File: src/rtl/avalon_s_pkg.sv
// Shared types for the round-robin Avalon-MM crossbar: FSM state encoding and
// the circular next-grant search used by every per-device arbiter.
// Pure declarations; no latency or backpressure of its own.
package avalon_s_pkg;

    typedef enum logic [1:0] {
        ST_IDLE,
        ST_BUSY,
        ST_ERR
    } st_e;

    localparam int MAXN = 64;

    // First requester at or after ptr, wrapping at n; returns ptr if nobody requests.
    function automatic int rr_next(input logic [MAXN-1:0] req, input int n, input int ptr);
        int idx;
        int pick;
        pick = ptr;
        for (int i = MAXN - 1; i >= 0; i--) begin
            if (i < n) begin
                idx = ptr + i;
                if (idx >= n) begin
                    idx = idx - n;
                end
                if (req[idx]) begin
                    pick = idx;
                end
            end
        end
        return pick;
    endfunction

endpackage

File: src/rtl/avalon_s_rr_arbiter.sv
// Per-device round-robin arbiter with grant lock and stall watchdog.
// Latency: grant registered one cycle after request; released the cycle after completion.
// Backpressure: holds the grant while the device stalls, until TIMEOUT stalled cycles.
module avalon_s_rr_arbiter
    import avalon_s_pkg::*;
#(
    parameter int  NH      = 3,
    parameter int  TIMEOUT = 256,
    localparam int HW      = (NH > 1) ? $clog2(NH) : 1
)(
    input  logic          clk,
    input  logic          rst_n,
    input  logic [NH-1:0] req_i,
    input  logic          dev_wait_i,
    output logic          busy_o,
    output logic [HW-1:0] grant_o,
    output logic          timeout_o
);

    localparam int            CW    = (TIMEOUT > 1) ? $clog2(TIMEOUT + 1) : 1;
    localparam logic [CW-1:0] LIMIT = CW'((TIMEOUT > 0) ? TIMEOUT - 1 : 0);

    st_e           state_q;
    logic [HW-1:0] grant_q;
    logic [HW-1:0] rr_q;
    logic [CW-1:0] cnt_q;
    logic [HW-1:0] pick_d;
    logic [HW-1:0] rr_d;
    logic          done_d;

    assign pick_d    = HW'(rr_next(MAXN'(req_i), NH, int'(rr_q)));
    assign rr_d      = (grant_q == HW'(NH - 1)) ? '0 : grant_q + HW'(1);
    assign busy_o    = (state_q == ST_BUSY);
    assign grant_o   = grant_q;
    assign timeout_o = (TIMEOUT > 0) && busy_o && req_i[grant_q] && dev_wait_i && (cnt_q == LIMIT);
    // Host abandoning the request also frees the device, without an error.
    assign done_d    = !req_i[grant_q] || !dev_wait_i || timeout_o;

    always_ff @(posedge clk) begin
        if (!rst_n) begin
            state_q <= ST_IDLE;
            grant_q <= '0;
            rr_q    <= '0;
            cnt_q   <= '0;
        end else begin
            case (state_q)
                ST_IDLE: begin
                    if (|req_i) begin
                        state_q <= ST_BUSY;
                        grant_q <= pick_d;
                        cnt_q   <= '0;
                    end
                end
                ST_BUSY: begin
                    if (done_d) begin
                        state_q <= ST_IDLE;
                        rr_q    <= rr_d;
                    end else if (dev_wait_i) begin
                        cnt_q <= cnt_q + CW'(1);
                    end
                end
                default: state_q <= ST_IDLE;
            endcase
        end
    end

endmodule

File: src/rtl/avalon_s_crossbar_rr.sv
// NH-host x ND-device Avalon-MM crossbar: address decode, muxing, unmapped/timeout errors.
// Latency: 1-cycle arbitration, then device readdata/waitrequest pass straight back to the host.
// Backpressure: losing or arbitrating hosts see waitrequest=1; the granted host sees the device's.
module avalon_s_crossbar_rr
    import avalon_s_pkg::*;
#(
    parameter int            NH       = 3,
    parameter int            ND       = 2,
    parameter int            AW       = 32,
    parameter int            DW       = 32,
    parameter int            TIMEOUT  = 256,
    parameter logic [DW-1:0] ERR_DATA = 32'hDEAD_BEEF
)(
    input  logic                    clk,
    input  logic                    rst_n,
    input  logic [ND-1:0][AW-1:0]   devices_address_low,
    input  logic [ND-1:0][AW-1:0]   devices_address_high,
    input  logic [NH-1:0]           hosts_avn_read,
    input  logic [NH-1:0]           hosts_avn_write,
    input  logic [NH-1:0][AW-1:0]   hosts_avn_address,
    input  logic [NH-1:0][DW/8-1:0] hosts_avn_byte_enable,
    input  logic [NH-1:0][DW-1:0]   hosts_avn_writedata,
    output logic [NH-1:0][DW-1:0]   hosts_avn_readdata,
    output logic [NH-1:0]           hosts_avn_waitrequest,
    output logic [ND-1:0]           devices_avn_read,
    output logic [ND-1:0]           devices_avn_write,
    output logic [ND-1:0][AW-1:0]   devices_avn_address,
    output logic [ND-1:0][DW/8-1:0] devices_avn_byte_enable,
    output logic [ND-1:0][DW-1:0]   devices_avn_writedata,
    input  logic [ND-1:0][DW-1:0]   devices_avn_readdata,
    input  logic [ND-1:0]           devices_avn_waitrequest,
    output logic                    bus_error,
    output logic [AW-1:0]           bus_error_address
);

    localparam int HW  = (NH > 1) ? $clog2(NH) : 1;
    localparam int DSW = (ND > 1) ? $clog2(ND) : 1;

    logic [NH-1:0]          req;
    logic [NH-1:0]          mapped;
    logic [NH-1:0]          err_h;
    logic [NH-1:0][DSW-1:0] dsel;
    logic [ND-1:0][NH-1:0]  dev_req;
    logic [ND-1:0]          busy;
    logic [ND-1:0]          tmo;
    logic [ND-1:0][HW-1:0]  gnt;
    st_e                    hst_q [NH];
    logic [AW-1:0]          err_addr;
    logic [AW-1:0]          bea_q;

    // Requests are masked during reset so every host output shows its reset value.
    always_comb begin
        req    = (hosts_avn_read | hosts_avn_write) & {NH{rst_n}};
        mapped = '0;
        dsel   = '0;
        for (int h = 0; h < NH; h++) begin
            for (int d = ND - 1; d >= 0; d--) begin
                if (hosts_avn_address[h] >= devices_address_low[d] &&
                    hosts_avn_address[h] <= devices_address_high[d]) begin
                    mapped[h] = 1'b1;
                    dsel[h]   = DSW'(d);
                end
            end
        end
    end

    always_comb begin
        dev_req = '0;
        for (int d = 0; d < ND; d++) begin
            for (int h = 0; h < NH; h++) begin
                dev_req[d][h] = req[h] && mapped[h] && (dsel[h] == DSW'(d));
            end
        end
    end

    for (genvar d = 0; d < ND; d++) begin : g_arb
        avalon_s_rr_arbiter #(
            .NH      (NH),
            .TIMEOUT (TIMEOUT)
        ) u_arb (
            .clk        (clk),
            .rst_n      (rst_n),
            .req_i      (dev_req[d]),
            .dev_wait_i (devices_avn_waitrequest[d]),
            .busy_o     (busy[d]),
            .grant_o    (gnt[d]),
            .timeout_o  (tmo[d])
        );
    end

    always_comb begin
        devices_avn_read        = '0;
        devices_avn_write       = '0;
        devices_avn_address     = '0;
        devices_avn_byte_enable = '0;
        devices_avn_writedata   = '0;
        for (int d = 0; d < ND; d++) begin
            if (busy[d]) begin
                devices_avn_read[d]        = hosts_avn_read[gnt[d]] && rst_n && !tmo[d];
                devices_avn_write[d]       = hosts_avn_write[gnt[d]] && rst_n && !tmo[d];
                devices_avn_address[d]     = hosts_avn_address[gnt[d]];
                devices_avn_byte_enable[d] = hosts_avn_byte_enable[gnt[d]];
                devices_avn_writedata[d]   = hosts_avn_writedata[gnt[d]];
            end
        end
    end

    always_comb begin
        hosts_avn_waitrequest = '0;
        hosts_avn_readdata    = '0;
        err_h                 = '0;
        for (int h = 0; h < NH; h++) begin
            if (req[h]) begin
                if (!mapped[h]) begin
                    if (hst_q[h] == ST_ERR) begin
                        hosts_avn_readdata[h] = ERR_DATA;
                        err_h[h]              = 1'b1;
                    end else begin
                        hosts_avn_waitrequest[h] = 1'b1;
                    end
                end else if (busy[dsel[h]] && gnt[dsel[h]] == HW'(h)) begin
                    if (tmo[dsel[h]]) begin
                        hosts_avn_readdata[h] = ERR_DATA;
                        err_h[h]              = 1'b1;
                    end else begin
                        hosts_avn_waitrequest[h] = devices_avn_waitrequest[dsel[h]];
                        hosts_avn_readdata[h]    = devices_avn_readdata[dsel[h]];
                    end
                end else begin
                    hosts_avn_waitrequest[h] = 1'b1;
                end
            end
        end
    end

    // Descending scan leaves the lowest-index erroring host's address.
    always_comb begin
        err_addr = '0;
        for (int h = NH - 1; h >= 0; h--) begin
            if (err_h[h]) begin
                err_addr = hosts_avn_address[h];
            end
        end
    end

    always_ff @(posedge clk) begin
        if (!rst_n) begin
            for (int h = 0; h < NH; h++) begin
                hst_q[h] <= ST_IDLE;
            end
            bea_q <= '0;
        end else begin
            for (int h = 0; h < NH; h++) begin
                case (hst_q[h])
                    ST_IDLE: if (req[h] && !mapped[h]) hst_q[h] <= ST_ERR;
                    default: hst_q[h] <= ST_IDLE;
                endcase
            end
            if (|err_h) begin
                bea_q <= err_addr;
            end
        end
    end

    assign bus_error         = |err_h;
    assign bus_error_address = bea_q;

endmodule

File: config.mk
export PLATFORM = sky130hd
export DESIGN_NAME = avalon_s_crossbar_rr
export DESIGN_NICKNAME = d
export VERILOG_FILES = /design/src/rtl/avalon_s_pkg.sv /design/src/rtl/avalon_s_rr_arbiter.sv /design/src/rtl/avalon_s_crossbar_rr.sv
export SDC_FILE = /design/constraint.sdc
export NUM_CORES = 1
export LEC_CHECK = 0
export CAP_MARGIN = 20
export CORE_AREA = 2 2 266 268
export DETAILED_ROUTE_END_ITERATION = 8
export DIE_AREA = 0 0 268 270
export PLACE_DENSITY_LB_ADDON = 0.3
export SLEW_MARGIN = 20
export SYNTH_ARGS = -nofsm -noshare
export SYNTH_HDL_FRONTEND = slang
export SYNTH_SLANG_ARGS = --single-unit
File: constraint.sdc
create_clock -name clk -period 17.8 [get_ports clk]
set_input_delay 5.34 -clock clk [delete_from_list [all_inputs] [get_ports clk]]
set_output_delay 5.34 -clock clk [all_outputs]
set_load 0.05 [all_outputs]
Word-level counts from Yosys, hierarchy flattened --
Memory sizes are Yosys's and may differ from the RTL's. Cells that the tools add are included.
Operators by class: $add $sub $neg 14, order comparisons 29, eq/ne operators 19, muxes and demuxes 195, bitwise gates (word level) 11, reductions and logical operators 67
Operators by type and width (number):
- 32-bit 2-to-1 mux | 38
- 32-bit binary-select mux with 2-bit select | 4
- 32-bit greater-or-equal comparator | 6
- 32-bit less-or-equal comparator | 6
- 32-bit by 8-bit less-than comparator with 1-bit output, second input constant | 6
- 32-bit by 3-bit greater-or-equal comparator with 1-bit output, second input constant | 4
- 32-bit by 3-bit subtractor with 32-bit output, second input constant | 4
- 1-bit 2-to-1 mux | 107
- 9-bit 2-to-1 mux | 6
- 1-bit binary-select mux with 6-bit select | 6
- 2-bit 2-to-1 mux | 18
- 9-bit case mux with 2 select lines | 2
- 1-bit logical AND | 35
- 9-bit by 1-bit adder with 9-bit output, second input constant | 2
- 9-bit by 8-bit equality test with 1-bit output, second input constant | 2
- 4-bit binary-select mux with 2-bit select | 2
- 4-bit 2-to-1 mux | 4
- 1-bit binary-select mux with 2-bit select | 6
- 2-bit equality test, second input constant | 6
- 2-bit logical NOT | 6
- 2-bit inequality test, second input constant | 6
- 2-bit AND reduction | 6
- 1-bit logical NOT | 9
- 3-bit OR reduction | 3
- other kinds (17) | 41
Storage, ports and cells: register bits after elaboration 62, bits in writable memories 3, input bits 406, output and inout port bits 272, logic and storage cells 345, memories kept 1
Memories:
- hst_q | words 3, width 1, rd ports 3, clocked after Yosys merged registers in 0, write ports 3, line avalon_s_crossbar_rr.sv:47 | st_e hst_q [NH];

Depth between registers and ports, before layout --
Gate-level depths: netlist of run 1.
depth after elaboration 20, mapped depth 17, gate-level depth less buffers 13

Modules after synthesis --
Synthesis of run 1 repeated with hierarchy kept, for this count alone.
Second synthesis, totals: cell total of the unflattened synthesis 2503, area, all modules 18491.5 um2
By module, submodules not included:
- avalon_s_crossbar_rr | instances 1, cells each 2255, area an instance 16542.1 um2, sequential area each 720.7 um2
- avalon_s_rr_arbiter | instances 2, cells each 124, area an instance 974.7 um2, sequential area each 280.3 um2

Least setup slack after synthesis of run 1 --
No wires, ideal clock.
kind in2out, start point input port devices_address_low[9] in the netlist's numbering, end point output port hosts_avn_waitrequest[0], data arrival time 9081 ps, data required time 12460 ps, setup slack 3379 ps, stages on the path 12, path buffers 0, cell sequence inv_1 > ha_1 > a21o_1 > nand3_1 > a21oi_1 > or4b_4 > a2111oi_4 > nor3_1 > or3_4 > a32oi_4 > a2bb2oi_1 > a311oi_1
On the way: longest elaborated chain between the ends 16, elaborated cells on any way between the ends 48, those cells by class order compare: 3; mux: 22; bitwise: 3; reduce/logical: 20
Ends and longest elaborated chain:
- start, declared | line avalon_s_crossbar_rr.sv:16 | input logic [ND-1:0][AW-1:0] devices_address_low,
- 32-bit greater-or-equal comparator | line avalon_s_crossbar_rr.sv:58 | if (hosts_avn_address[h] >= devices_address_low[d] &&
- 1-bit logical AND | line avalon_s_crossbar_rr.sv:58
- 1-bit 2-to-1 mux | line avalon_s_crossbar_rr.sv:58
- 1-bit logical AND / 1-bit inverter (equally long branches) | line avalon_s_crossbar_rr.sv:71 | dev_req[d][h] = req[h] && mapped[h] && (dsel[h] == DSW'(d));
- 1-bit logical AND | line avalon_s_crossbar_rr.sv:71
- 1-bit binary-select mux with 2-bit select | line avalon_s_rr_arbiter.sv:35 | assign timeout_o = (TIMEOUT > 0) && busy_o && req_i[grant_q] && dev_wait_i && (cnt_q == LIMIT);
- 1-bit 2-to-1 mux (not written as such) | line avalon_s_rr_arbiter.sv:35
- 1-bit logical AND (3 in a row) | line avalon_s_rr_arbiter.sv:35
- 1-bit 2-to-1 mux (not written as such) (2 in a row) | line avalon_s_crossbar_rr.sv:122 | if (tmo[dsel[h]]) begin
- 1-bit 2-to-1 mux | line avalon_s_crossbar_rr.sv:122
- 1-bit 2-to-1 mux | line avalon_s_crossbar_rr.sv:121 | end else if (busy[dsel[h]] && gnt[dsel[h]] == HW'(h)) begin
- 1-bit 2-to-1 mux (*) | line avalon_s_crossbar_rr.sv:114 | if (!mapped[h]) begin
- 1-bit 2-to-1 mux (*) | line avalon_s_crossbar_rr.sv:113 | if (req[h]) begin
- end, declared | line avalon_s_crossbar_rr.sv:24 | output logic [NH-1:0] hosts_avn_waitrequest,
Every way passes the cells marked *; elsewhere a longest branch is shown, timed or not. The select of a mux whose other input is x is not followed.

==> impl_metrics.py, run 1 <==
metrics = {
    "clock_tree": {
        "cts_buffers": 9,
        "clockBufferDepth": 2,
        "postCtsSetupBuffers": 0,
        "clk_latency_ps": 390,
        "ctsRootBufferMaster": "clkbuf_16",
        "cts_resized": 0,
        "holdBufCountCts": 0,
        "path_clk_slew_ps": 60,
        "cts_tree": "done",
        "cts_sinks": 63,
        "h-tree-depth": 3,
    },
    "final_layout": {
        "seq_area_mm2": 0.00129,
        "fin_area_mm2": 0.0268,
        "nFillCells": 7285,
        "multi_input_area_mm2": 0.0161,
        "final_common_cell": "clkdlybuf4s50_1",
        "area_growth_pct": 44.3,
        "drive_gt1_share_pct": 4.53,
        "final_nets": 3934,
        "final_cell_mix": "clkdlybuf4s50_1, ha_1, a21oi_1",
    },
    "sta": {
        "slew_headroom_pct": 31.2,
        "clock_skew_ps": 26.9,
        "hold_viol_final": 0,
        "setup_viol": 0,
        "period_needed_ps": 16630,
        "max_freq_mhz": 60.1,
        "period_share_pct": 93.4,
        "worst_pin_slew_ps": 1030,
        "tns_ps": 0,
        "slew_violations": 0,
        "rsz0062_at_grt": "no",
    },
    "critical_path": {
        "crit_start": "hosts_avn_address[30]",
        "required_ps": 12460,
        "ff2ff_path_depth": 11,
        "cp.arrival_ps": 11290,
        "worstReg2RegEnd": "bus_error_address[25]",
        "cp_max_fo": 24,
        "crit_path_end_kind": "output pin",
        "crit_path_end": "hosts_avn_readdata[18]",
        "rr_startpoint": "g_arb[0].u_arb.grant_o[0]",
        "start_kind": "input port",
        "crit_type": "in -> out",
        "reg2reg_slack_ps": 13130,
    },
    "power_and_ir_drop": {
        "sequentialPowerShare_pct": 12.6,
        "power.clock.fraction_pct": 11.8,
        "leakage_nw": 11.5,
        "comb_power_share_pct": 75.5,
        "ir_worst_vdd_mv": 0.0506,
        "p_switching_mw": 0.939,
        "power_density_mw_per_mm2": 63.1,
        "p_int_mw": 0.754,
        "swShare_pct": 55.5,
    },
    "flow_run": {
        "max_cap_violations": 0,
    },
    "drt": {
        "route.met2.wl_mm": 44.5,
        "vias": 22200,
        "wl_met1_mm": 42.0,
        "drcViolationCount": 0,
        "totalWireLength_mm": 96.3,
        "vias_per_cell": 5.44,
        "wl_per_cell_um": 23.6,
        "wl_met3_mm": 6.72,
        "drtIter0Drc": 1610,
        "drt-pass1-iter-count": 5,
        "ant_nets": 0,
        "routed.top_layer": "met4",
    },
    "global_routing": {
        "antenna_found_initial": 9,
        "grt_overflow": 0,
        "grtUsageTotal_pct": 25.6,
        "grt_start_max_net_pins": 74,
        "grt_pass1_vias": 21400,
        "grt_first_pass_wirelength_mm": 140,
    },
    "placed_design": {
        "io_buffers": 677,
        "place_area_mm2": 0.0265,
        "dpl.hpwl_mm": 75.8,
        "gp_congestion": 0.949,
    },
    "logic_synthesis": {
        "synth_top_flop_cell": "dfxtp_1",
        "yosysWarnings": 0,
        "yosysSeqAreaShare_pct": 6.89,
        "synth_area_mm2": 0.0186,
        "syn_inst": 2544,
        "synth_enable_flop_cells": 2,
        "syn_nets": 3350,
        "netlist-cell-type-count": 89,
        "ys_ff_latch": 63,
        "async_flop_share_pct": 0,
        "avgSynthCellArea_um2": 7.31,
    },
    "floorplanning": {
        "die_w_um": 268,
        "start_util_pct": 26.7,
        "dieArea_mm2": 0.0724,
        "fp.dieH_um": 270,
        "rows": 97,
        "num_io_pins": 678,
        "core_mm2": 0.0695,
    },
    "run_status": {
        "status": "complete, no violations",
    },
    "min_path": {
        "min_path_cells": 2,
        "hp-class": "reg -> reg",
    },
}
worst min path at each step:
stage | slack, ps | start | end
floorplan | 450 | g_arb[1].u_arb.cnt_q[1] | g_arb[1].u_arb.cnt_q[1]
global placement | 470 | g_arb[1].u_arb.cnt_q[1] | g_arb[1].u_arb.cnt_q[1]
detailed placement | 470 | g_arb[1].u_arb.cnt_q[1] | g_arb[1].u_arb.cnt_q[1]
CTS | 490 | g_arb[1].u_arb.cnt_q[1] | g_arb[1].u_arb.cnt_q[1]
global route | 520 | g_arb[1].u_arb.cnt_q[8] | g_arb[1].u_arb.cnt_q[8]
finish | 490 | g_arb[0].u_arb.cnt_q[8] | g_arb[0].u_arb.cnt_q[8]
per-layer routing:
metal  vias to the layer above  track usage, %
li1                      10600               -
met1                     10400            33.0
met3                       151            4.32
met4                         0            9.35
met5                         -               0
met2                      1018            42.5
registers in the layout, indices dropped and copies added (netlist names):
name	flops
bus_error_address	32
g_arb.u_arb.cnt_q	18
g_arb.u_arb.grant_o	4
g_arb.u_arb.rr_q	4
g_arb.u_arb.state_q	2
hst_q	3
synthesized netlist by cell type, types with 6 or more instances:
| cell type | instances | share of area, % |
|---|---|---|
| ha_1 | 400 | 27 |
| a21oi_1 | 255 | 6.9 |
| nand2_1 | 236 | 4.8 |
| mux2i_1 | 232 | 12 |
| nor2_1 | 230 | 4.6 |
| o21ai_0 | 213 | 5.7 |
| inv_1 | 173 | 3.5 |
| clkbuf_1 | 91 | 1.8 |
| and2_1 | 76 | 2.6 |
| nand4_1 | 70 | 2.4 |
| dfxtp_1 | 61 | 6.6 |
| nand3_1 | 56 | 1.5 |
| o21bai_1 | 33 | 1.3 |
| o311ai_1 | 32 | 1.5 |
| a21o_1 | 29 | 1.2 |
| o41ai_2 | 28 | 2.4 |
| buf_1 | 20 | 0.40 |
| nor3_1 | 18 | 0.48 |
| a221oi_1 | 17 | 0.80 |
| buf_2 | 16 | 0.43 |
| a2111oi_0 | 14 | 0.66 |
| nor2b_1 | 14 | 0.47 |
| o211ai_1 | 13 | 0.52 |
| nor4_1 | 12 | 0.40 |
| a211oi_1 | 10 | 0.40 |
| and4_1 | 10 | 0.47 |
| or3_1 | 10 | 0.34 |
| nand2b_1 | 9 | 0.30 |
| a21boi_0 | 8 | 0.32 |
| a31oi_1 | 8 | 0.27 |
| o21a_1 | 8 | 0.32 |
| xnor2_1 | 8 | 0.38 |
| and3_1 | 7 | 0.24 |
| buf_6 | 7 | 0.42 |
| o22ai_1 | 6 | 0.20 |
power groups by stage:
stage                     clock network, mW  logic, mW  registers, mW
final                                 0.200       1.28          0.214
after global routing                  0.211       1.36          0.217
after CTS                             0.208       1.28          0.214
after detailed placement                  0       1.27          0.217
after global placement                    0       1.27          0.216
after floorplan                           0      0.736          0.240
metrics by stage:
step / instances / utilization (%) / setup slack (ps) / power [mW] / hold slack (ps)
final: 4079 / 38.6 / 1170 / 1.69 / 494
after global routing: 4079 / 38.6 / 1010 / 1.79 / 521
after CTS: 4073 / 38.6 / 1240 / 1.70 / 491
after detailed placement: 4057 / 38.1 / 1250 / 1.49 / 467
after global placement: 4057 / 38.1 / 1040 / 1.49 / 465
after floorplan: 2544 / - / 3380 / 0.976 / 449
cells by family after synthesis:
family                   count (synthesis)  share of synthesized area [%]
XOR/XNOR                                 8                          0.377
AO/OA/AOI/OAI                          750                           26.6
flip-flops                              63                           6.89
multiplexers                           233                           12.6
adder cells (fa/ha/maj)                400                           26.9
buffers and inverters                  308                           6.63
AND/OR/NAND/NOR                        782                           20.1
worst max-delay path, cell delays in order:
cell,delay [ps]
clkdlybuf4s50_1,620
ha_1,440
nand4_1,320
a2111oi_0,840
nor3_1,340
o22ai_1,590
o211ai_1,350
nor2_1,250
a31o_1,150
nand3_1,710
o21ai_0,450
clkdlybuf4s50_1,860
layout make-up:
class	count	area share [%]
timing repair buffer	708	27.0
antenna	6	0.0559
multi-input combinational	2173	60.1
clock buffer	10	0.890
clock inverter	6	0.256
tap	940	4.38
inverter	173	2.42
sequential	63	4.83
No activity file was read; power rests on OpenSTA's default activity.
==> inputs of run 2 (changes only) <==
--- a/config.mk
+++ b/config.mk
@@ -10,6 +10,7 @@
 export DETAILED_ROUTE_END_ITERATION = 8
 export DIE_AREA = 0 0 268 270
 export PLACE_DENSITY_LB_ADDON = 0.3
+export REMOVE_ABC_BUFFERS = 1
 export SLEW_MARGIN = 20
 export SYNTH_ARGS = -nofsm -noshare
 export SYNTH_HDL_FRONTEND = slang
==> impl_metrics.py, run 2 (synthesis gave the netlist of run 1 again) <==
metrics = {
    "run_status": {
        "status": "complete, no violations",
    },
    "clock_tree": {
        "holdBufCountCts": 0,
        "path_clk_slew_ps": 60,
        "clockBufferDepth": 2,
        "cts_tree": "done",
        "cts_buffers": 9,
        "ctsRootBufferMaster": "clkbuf_16",
        "cts_sinks": 63,
        "postCtsSetupBuffers": 0,
        "cts_resized": 0,
        "h-tree-depth": 3,
        "clk_latency_ps": 380,
    },
    "final_layout": {
        "nFillCells": 7278,
        "largest_reg_flops": 32,
        "n_antenna_cell": 0,
        "multi_input_area_mm2": 0.0162,
        "final_cell_mix": "clkdlybuf4s50_1, ha_1, a21oi_1",
        "final_nets": 3934,
        "area_growth_pct": 43.1,
        "drive_gt1_share_pct": 3.83,
        "final_common_cell": "clkdlybuf4s50_1",
        "seq_area_mm2": 0.00129,
    },
    "critical_path": {
        "crit_chain": "clkdlybuf4s50_1 > ha_1 > nand4_1 > nor4_1 > and2_1 > o22ai_1 > o211ai_1 > a31o_1 > nand3_1 > o21ai_0 > clkdlybuf4s50_1",
        "cpMostUsedCell": "clkdlybuf4s50_1",
        "start_kind": "input port",
        "cp.arrival_ps": 11150,
        "crit_path_end_kind": "output pin",
        "crit_type": "in -> out",
        "cp_max_fo": 24,
        "crit_buf_inv": 2,
        "crit_slowest_cell": "clkdlybuf4s50_1",
        "required_ps": 12460,
        "cpPeakStageDelay_ps": 860,
        "critPathTopFamily": "simple AND/OR/NAND/NOR gates",
    },
    "global_routing": {
        "grtUsageTotal_pct": 26.8,
        "grt_start_max_net_pins": 71,
        "grt_pass1_vias": 21600,
        "grt_first_pass_wirelength_mm": 145,
        "antenna_found_initial": 3,
        "grt_overflow": 0,
    },
    "floorplanning": {
        "core_mm2": 0.0695,
        "die_w_um": 268,
        "num_io_pins": 678,
        "start_util_pct": 26.7,
        "fp.dieH_um": 270,
        "dieArea_mm2": 0.0724,
        "rows": 97,
    },
    "drt": {
        "ant_nets": 0,
        "totalWireLength_mm": 101,
        "drcViolationCount": 0,
        "vias": 22300,
        "drt-pass1-iter-count": 5,
        "drtIter0Drc": 1584,
        "vias_per_cell": 5.48,
        "wl_per_cell_um": 24.7,
    },
    "placed_design": {
        "gp_congestion": 0.961,
        "dpl.hpwl_mm": 79.3,
        "io_buffers": 677,
        "pre_cts_slack_ps": 1490,
    },
    "sta": {
        "hold_viol_final": 0,
        "tns_ps": 0,
        "period_share_pct": 92.6,
        "slew_violations": 0,
        "clock_skew_ps": 13.9,
        "setup_viol": 0,
        "max_freq_mhz": 60.7,
        "slew_headroom_pct": 24.3,
        "rsz0062_at_grt": "no",
        "worst_pin_slew_ps": 1140,
        "timing.final.ws_setup_ps": 1310,
        "period_needed_ps": 16490,
    },
    "power_and_ir_drop": {
        "leakage_nw": 11.4,
        "power_density_mw_per_mm2": 63.6,
        "ir_worst_vdd_mv": 0.0413,
        "power_mw": 1.69,
    },
    "flow_run": {
        "max_cap_violations": 0,
    },
    "min_path": {
        "hp-class": "reg -> reg",
    },
}
run 2: final timing paths:
kind,slack [ps],cells past startpoint,endpoint,startpoint
worst max register to register,12870,10,bus_error_address[28],g_arb[1].u_arb.grant_o[0]
worst min-delay path,480,2,g_arb[1].u_arb.cnt_q[1],g_arb[1].u_arb.cnt_q[1]
worst max-delay path,1310,11,hosts_avn_readdata[11],hosts_avn_address[31]
worst min register to register,480,2,g_arb[1].u_arb.cnt_q[1],g_arb[1].u_arb.cnt_q[1]
run 2: routing by layer:
layer  GRT usage, %  part of all wire [%]  routed length (um)  vias up
met1           34.3                    43               43700    10500
met5              0                 0.016                  16        -
met3           4.29                   6.8                6860      159
li1               -                     -                   -    10600
met4           10.2                   4.1                4180        2
met2           44.6                    46               46000      969
run 2: cell type report:
cell class	count	area share, %
Clock inverter	7	0.362
Clock buffer	9	0.847
Multi-Input combinational cell	2173	60.7
Timing Repair Buffer	708	26.3
Sequential cell	63	4.87
Tap cell	940	4.42
Inverter	173	2.45
run 2: metrics by stage:
stage | std cells | hold slack [ps] | utilization (%) | area, um^2
6_report | 4073 | 483 | 38.2 | 26600
5_1_grt | 4073 | 506 | 38.2 | 26600
4_1_cts | 4073 | 481 | 38.2 | 26600
3_5_place_dp | 4057 | 474 | 37.8 | 26300
3_3_place_gp | 4057 | 466 | 37.7 | 26300
2_1_floorplan | 2409 | 449 | - | 18000
run 2: worst register-to-register path: cells and delay by family (launching register included):
kind	cells	cell delay, ps
buffers and inverters	3	1710
AND/OR/NAND/NOR	3	1580
AO/OA/AOI/OAI	4	900
flip-flops	1	670
run 2: power by group:
part / total [mW] / internal [mW] / switching, mW / leakage [nW]
sequential: 0.210 / 0.167 / 0.0436 / 0.522
combinational: 1.27 / 0.456 / 0.817 / 10.7
clock: 0.209 / 0.123 / 0.0857 / 0.150
total: 1.69 / 0.746 / 0.946 / 11.4
==> inputs of run 3 (changes only) <==
--- a/config.mk
+++ b/config.mk
@@ -5,10 +5,10 @@
 export SDC_FILE = /design/constraint.sdc
 export NUM_CORES = 1
 export LEC_CHECK = 0
-export CAP_MARGIN = 20
 export CORE_AREA = 2 2 266 268
 export DETAILED_ROUTE_END_ITERATION = 8
 export DIE_AREA = 0 0 268 270
+export GPL_ROUTABILITY_DRIVEN = 0
 export PLACE_DENSITY_LB_ADDON = 0.3
 export REMOVE_ABC_BUFFERS = 1
 export SLEW_MARGIN = 20
==> impl_metrics.py, run 3 (synthesis gave the netlist of run 1 again) <==
metrics = {
    "drt": {
        "vias": 22200,
        "ant_nets": 0,
        "vias_per_cell": 5.46,
        "drcViolationCount": 0,
        "totalWireLength_mm": 100,
        "drt-pass1-iter-count": 6,
        "drtIter0Drc": 1370,
        "wl_per_cell_um": 24.5,
    },
    "critical_path": {
        "worstReg2RegEnd": "bus_error_address[28]",
        "required_ps": 12460,
        "cp.arrival_ps": 11250,
        "critPathTopFamily": "compound AO/OA/AOI/OAI gates",
        "crit_chain": "clkdlybuf4s50_1 > inv_1 > ha_1 > nand2b_1 > a2111oi_0 > o32a_1 > nand4b_1 > a31o_1 > o211ai_1 > buf_4 > a31o_1 > nand3_1 > buf_4 > o21ai_0 > clkdlybuf4s50_1",
        "crit_slowest_cell": "a2111oi_0",
        "crit_path_end_kind": "output pin",
        "crit_type": "in -> out",
        "cp_max_fo": 33,
        "crit_buf_inv": 5,
        "ff2ff_path_depth": 10,
        "cpPeakStageDelay_ps": 890,
        "rr_startpoint": "g_arb[0].u_arb.grant_o[0]",
        "start_kind": "input port",
        "reg2reg_slack_ps": 13100,
    },
    "sta": {
        "max_freq_mhz": 60.3,
        "worst_pin_slew_ps": 1120,
        "rsz0062_at_grt": "no",
        "setup_viol": 0,
        "clock_skew_ps": 17.0,
        "period_share_pct": 93.2,
        "period_needed_ps": 16590,
        "hold_viol_final": 0,
        "slew_violations": 0,
        "slew_headroom_pct": 25.2,
        "whs_ps": 472,
        "timing.final.ws_setup_ps": 1210,
    },
    "global_routing": {
        "grt_start_max_net_pins": 75,
        "grt_first_pass_wirelength_mm": 145,
        "grtUsageTotal_pct": 26.7,
        "grt_pass1_vias": 21800,
        "grt_overflow": 0,
        "antenna_found_initial": 3,
    },
    "clock_tree": {
        "cts_sinks": 63,
        "clk_latency_ps": 380,
        "clockBufferDepth": 2,
        "h-tree-depth": 3,
        "postCtsSetupBuffers": 0,
        "ctsRootBufferMaster": "clkbuf_16",
        "path_clk_slew_ps": 60,
        "cts_resized": 0,
        "cts_tree": "done",
        "holdBufCountCts": 0,
        "cts_buffers": 9,
    },
    "flow_run": {
        "max_cap_violations": 0,
    },
    "power_and_ir_drop": {
        "comb_power_share_pct": 75.3,
        "p_switching_mw": 0.948,
        "p_int_mw": 0.732,
        "power.clock.fraction_pct": 11.8,
        "power_density_mw_per_mm2": 63.2,
        "swShare_pct": 56.4,
        "leakage_nw": 11.4,
        "ir_worst_vdd_mv": 0.0503,
        "sequentialPowerShare_pct": 12.9,
    },
    "floorplanning": {
        "dieArea_mm2": 0.0724,
        "rows": 97,
        "fp.dieH_um": 270,
        "num_io_pins": 678,
        "core_mm2": 0.0695,
        "die_w_um": 268,
        "start_util_pct": 26.7,
    },
    "final_layout": {
        "fin_area_mm2": 0.0266,
        "largest_reg_flops": 32,
        "area_growth_pct": 43.0,
        "drive_gt1_share_pct": 3.83,
        "final_cell_mix": "clkdlybuf4s50_1, ha_1, a21oi_1",
        "final_nets": 3933,
        "final_common_cell": "clkdlybuf4s50_1",
        "final_core_util_pct": 38.2,
    },
    "placed_design": {
        "pre_cts_slack_ps": 1250,
        "place_area_mm2": 0.0263,
        "io_buffers": 677,
        "dpl.hpwl_mm": 78.6,
    },
    "min_path": {
        "hold_start": "g_arb[1].u_arb.cnt_q[1]",
        "hp-class": "reg -> reg",
        "min_path_cells": 2,
        "hold_end": "g_arb[1].u_arb.cnt_q[1]",
    },
    "run_status": {
        "status": "complete, no violations",
    },
}
[run 3: power by group through the flow]
stage                     clock [mW]  combinational (mW)  sequential [mW]
after floorplan                    0               0.696            0.272
after global placement             0                1.26            0.219
after CTS                      0.203                1.26            0.216
after detailed placement           0                1.26            0.219
after global routing           0.210                1.35            0.220
final                          0.198                1.27            0.217
[run 3: routing by layer]
layer | wire length (um) | vias up | global-route usage, %
met5 | 13 | - | 0
met4 | 4300 | 2 | 11.3
met2 | 46100 | 999 | 44.6
li1 | - | 10600 | -
met1 | 42800 | 10500 | 33.7
met3 | 6760 | 161 | 4.14
[run 3: per-stage QoR]
stage                     TNS [ps]  std cells  power [mW]
after floorplan              -2280       2409       0.968
after detailed placement         0       4056        1.48
after global routing             0       4074        1.78
final                            0       4074        1.68
after global placement           0       4056        1.48
after CTS                        0       4072        1.68
[run 3: worst max-delay path by stage]
stage,start,endpoint,slack (ps),cells after the start
floorplan,devices_address_low[14],hosts_avn_readdata[64],-90,12
global placement,hosts_avn_address[0],hosts_avn_readdata[9],1240,15
detailed placement,hosts_avn_address[0],hosts_avn_readdata[9],1250,15
CTS,hosts_avn_address[0],hosts_avn_readdata[9],1240,15
global route,hosts_avn_address[13],hosts_avn_readdata[9],1120,14
finish,hosts_avn_address[0],hosts_avn_readdata[9],1210,15
[run 3: area by class of cell]
class	count	area, um^2
Antenna cell	2	5.00
Tap cell	940	1180
Inverter	173	651
Fill cell	7305	43000
Multi-Input combinational cell	2173	16200
Clock buffer	9	225
Clock inverter	7	80.1
Timing Repair Buffer	707	6990
Sequential cell	63	1290
[run 3: worst min-delay path: stages (launching register included)]
cell and delay [ps]:
dfxtp_1 320, nand2_1 60, a21oi_1 50
